===== src/rtl/mul_intn_seq.sv =====
// Sequential shift-add integer multiplier: retires one multiplier bit per cycle,
// signed/unsigned operands, optional full-width product, valid/ready on both sides.
module mul_intn_seq #(
  parameter int WIDTH     = 8,
  parameter bit FULL_PROD = 1'b0,
  localparam int POUT     = FULL_PROD ? 2 * WIDTH : WIDTH
) (
  input  logic             clk,
  input  logic             rst_n,
  input  logic             in_valid,
  output logic             in_ready,
  input  logic [WIDTH-1:0] A,
  input  logic [WIDTH-1:0] B,
  input  logic             is_signed,
  output logic             out_valid,
  input  logic             out_ready,
  output logic [POUT-1:0]  P,
  output logic             busy
);

  localparam int CW = (WIDTH > 1) ? $clog2(WIDTH) : 1;

  typedef enum logic [1:0] {
    IDLE = 2'd0,
    RUN  = 2'd1,
    DONE = 2'd2
  } state_t;

  state_t               state;
  logic [WIDTH-1:0]     a_reg;
  logic [WIDTH-1:0]     b_reg;
  logic                 sgn_reg;
  logic [2*WIDTH-1:0]   acc;
  logic [CW-1:0]        cnt;

  logic                 last;
  logic [2*WIDTH-1:0]   ext;
  logic [2*WIDTH-1:0]   pp_sh;
  logic [2*WIDTH-1:0]   acc_nxt;

  // The multiplier MSB carries negative weight in signed mode, hence the subtract.
  always_comb begin
    last    = (cnt == CW'(WIDTH - 1));
    ext     = sgn_reg ? {{WIDTH{a_reg[WIDTH-1]}}, a_reg} : {{WIDTH{1'b0}}, a_reg};
    pp_sh   = b_reg[cnt] ? (ext << cnt) : '0;
    acc_nxt = (sgn_reg && last) ? (acc - pp_sh) : (acc + pp_sh);
  end

  always_ff @(posedge clk or negedge rst_n) begin
    if (!rst_n) begin
      state     <= IDLE;
      in_ready  <= 1'b1;
      out_valid <= 1'b0;
      busy      <= 1'b0;
      P         <= '0;
      a_reg     <= '0;
      b_reg     <= '0;
      sgn_reg   <= 1'b0;
      acc       <= '0;
      cnt       <= '0;
    end else begin
      case (state)
        IDLE: begin
          if (in_valid) begin
            a_reg    <= A;
            b_reg    <= B;
            sgn_reg  <= is_signed;
            acc      <= '0;
            cnt      <= '0;
            state    <= RUN;
            in_ready <= 1'b0;
            busy     <= 1'b1;
          end
        end
        RUN: begin
          acc <= acc_nxt;
          if (last) begin
            state     <= DONE;
            P         <= acc_nxt[POUT-1:0];
            out_valid <= 1'b1;
          end else begin
            cnt <= cnt + CW'(1);
          end
        end
        DONE: begin
          if (out_ready) begin
            state     <= IDLE;
            out_valid <= 1'b0;
            busy      <= 1'b0;
            in_ready  <= 1'b1;
          end
        end
        default: begin
          state     <= IDLE;
          in_ready  <= 1'b1;
          out_valid <= 1'b0;
          busy      <= 1'b0;
        end
      endcase
    end
  end

endmodule


===== config.mk =====
export PLATFORM = sky130hd
export DESIGN_NAME = mul_intn_seq
export DESIGN_NICKNAME = d
export VERILOG_FILES = /design/src/rtl/mul_intn_seq.sv
export SDC_FILE = /design/constraint.sdc
export NUM_CORES = 1
export LEC_CHECK = 0
export ABC_CLOCK_PERIOD_IN_PS = 3500
export BUFFER_PORTS_ARGS = -buffer_cell sky130_fd_sc_hd__buf_2
export CORE_UTILIZATION = 30
export CTS_BUF_LIST = sky130_fd_sc_hd__clkbuf_16
export DETAILED_ROUTE_END_ITERATION = 16
export PLACE_DENSITY = 0.48
export SLEW_MARGIN = 15
export SYNTH_ARGS = -nofsm -noshare
export SYNTH_HDL_FRONTEND = slang
export SYNTH_SLANG_ARGS = --single-unit

===== constraint.sdc =====
create_clock -name clk -period 3.5 [get_ports clk]
set_input_delay 0.7 -clock clk [delete_from_list [all_inputs] [get_ports clk]]
set_output_delay 0.7 -clock clk [all_outputs]
set_load 0.05 [all_outputs]

==> reports/qor.csv <==
metric,value,unit
R2R cell count,11,
Yosys reg bits,41,
area grow syn2layout,17.4,%
die height,91.0,um
critical path startpoint,cnt[0],
core area,7690,um^2
hold crit path type,reg2reg,
outcome,"finished, final reports clean",
Mapped Cells,226,
Fin. Hold Viols,0,
Detail Placement HPWL,3430,um
crit path launch type,register,
most common cell in the synthesized netlist,dfrtp_1,
Initial Util,30.9,%
worst r2r src,cnt[0],
worst-skew pair later-pin latency,0.28,ns
global route total overflow,0,
antenna cells,0,
Synth Cell Area,2370,um^2
port buffer count,31,
Synth area leader,dfrtp_1,
IO Count,32,
asr flop ratio synth,100,%
largest net degree at the start of global routing,42,
yosys warns,0,
worst path arrival time,3.38,ns
Worst Path Max Fanout,14,
Slew headroom,39.9,%
"CP delay by family, top",multiplexers,
FP Rows,32,
R2R setup slack,0.26,ns
count of final setup violators,0,
Tcrit/Tclk final,92.7,%
drt drc,0,
syn_area_per_cell,10.5,um^2
share of layout cells above drive strength 1,27.7,%
CP Depth,11,
CTS Buf Count,5,
vias per inst,4.70,
critical path type,reg2reg,
fin. max-slew vios,0,
Worst Skew,0.00570,ns
initial antenna violation count,0,
first-pass GRT wire length,8040,um
Main synth FF type,dfrtp_1,
crit path time final,3.24,ns
sequential element share of the synthesized area,43.3,%
final setup TNS,0,ns
CP peak stage delay,0.66,ns
initial DRC count,52,
Final #Nets,291,
clk slew on worst S/H paths,0.06,ns
Critical R2R Capture,P[7],
count of cell types in the netlist,46,
Slew @ Worst Pin,0.901,ns
final instance area,2790,um^2
number of global-route vias before repair,1641,
CTS Sinks,41,
RSZ-0062 raised after global routing,false,
worst path cell trace,"buf_4, mux4_1, o31ai_1, a21oi_1, xor2_1, ha_1, nor3_1, nor2_1, o41ai_4, xnor3_1, o21ai_1",
DP Area,2630,um^2
fmax,0.308,GHz
Max-Cap Viols,0,
final wirelength,4520,um
post-DR wirelength/cell,12.5,um
htree depth,2,
CTS tree,done,
Commonest cells post-synth,"40 x dfrtp_1, 31 x nand2_1, 17 x mux2_2, 17 x o21ai_0, 13 x nor2_1",
die area,8270,um^2
GRT Util Overall,12.3,%
RD Place Congestion,0.810,
crit path capture,P[7],
worst hold slack,0.469,ns
HP Start,P[3],
post-synth net total,258,
hold buffer count at CTS,0,
Synth area leaders,"dfrtp_1 42%, mux2_2 8.1%, ha_1 5.3%, nand2_1 4.9%, o21ai_0 3.6%",
top cell type's share of synthesized area,42.2,%
Critical Path RT,3.64,ns
final antenna-violating net count,0,
deepest clock path buffer count,2,
"EDFF count, synth",0,
Pre-antenna DRT Iters,4,
Crit. End Element,register,
clk root buf,clkbuf_16,
Slowest cell on crit path,mux4_1,
via count,1702,
Die X,91.0,um
CP bufs+invs,1,
==> layout by cell type (no fill, tap or decap), types with 2 or more instances in the layout <==
cell and n:
dfrtp_1 40, buf_2 31, mux2_2 17, xnor2_1 4, mux2i_1 7, mux4_1 2
xor2_1 5, nor2_1 13, nand3b_1 2, inv_1 12, o21ai_1 9, a21oi_1 5
o31ai_1 3, mux4_2 3, nand2_1 31, ha_1 10, nand3_1 3, nor4_1 2
clkinv_2 2, nor3_1 2, o21ai_0 17, buf_4 5, clkbuf_16 5, nor2b_1 4
nand2b_1 4
==> cells by family (layout without fill, tap and decap cells) <==
logic type / Yosys count / after routing / synth area share (%)
multiplexers: 29 / 29 / 16.1
flip-flops: 41 / 41 / 43.3
AO/OA/AOI/OAI: 45 / 45 / 12.5
XOR/XNOR: 10 / 10 / 4.27
adder cells (fa/ha/maj): 11 / 11 / 6.11
AND/OR/NAND/NOR: 67 / 67 / 13.5
buffers and inverters: 23 / 57 / 4.27
==> how the worst min path moves through the flow <==
| stage | endpoint | slack [ns] | cells after the start |
|---|---|---|---|
| finish | P[3] | 0.47 | 2 |
| global route | P[2] | 0.51 | 2 |
| floorplan | P[0] | 0.40 | 0 |
| detailed placement | P[6] | 0.46 | 2 |
| CTS | P[6] | 0.48 | 2 |
| global placement | P[3] | 0.46 | 2 |
==> tightest hold or removal path: stages, from the launching register on <==
cell and delay (ns):
dfrtp_1 0.33, nand2_1 0.04, o21ai_0 0.05
==> metrics by stage <==
stage / worst slack [ns] / instances / utilization (%)
finish: 0.257 / 362 / 36.3
global route: 0.00502 / 362 / 36.3
global placement: 0.235 / 353 / 34.3
detailed placement: 0.206 / 353 / 34.3
CTS: 0.191 / 361 / 36.1
floorplan: 0.389 / 226 / -
==> repair_timing <==
item,in CTS,in global routing
gates resized for setup,0,1
setup buffers,0,1
setup endpoints to repair,0,4
hold endpoints to repair,0,0
==> layout make-up <==
| class | instances | area [um^2] |
|---|---|---|
| clock buffer | 5 | 125 |
| clock inverter | 3 | 17.5 |
| fill | 824 | 4900 |
| inverter | 13 | 48.8 |
| multi-input combinational | 162 | 1250 |
| sequential | 41 | 1030 |
| tap | 102 | 128 |
| timing repair buffer | 36 | 193 |
==> routing by layer <==
layer	vias to the layer above	global-route usage [%]	wire [um]
met5	-	0	0
li1	859	-	-
met4	0	4.37	56
met3	5	3.18	160
met1	812	16.3	2150
met2	26	19.4	2150
Power is left out: the tool's default activity adds up to more than one toggle a clock period on the data nets, which glitch-free logic cannot reach.
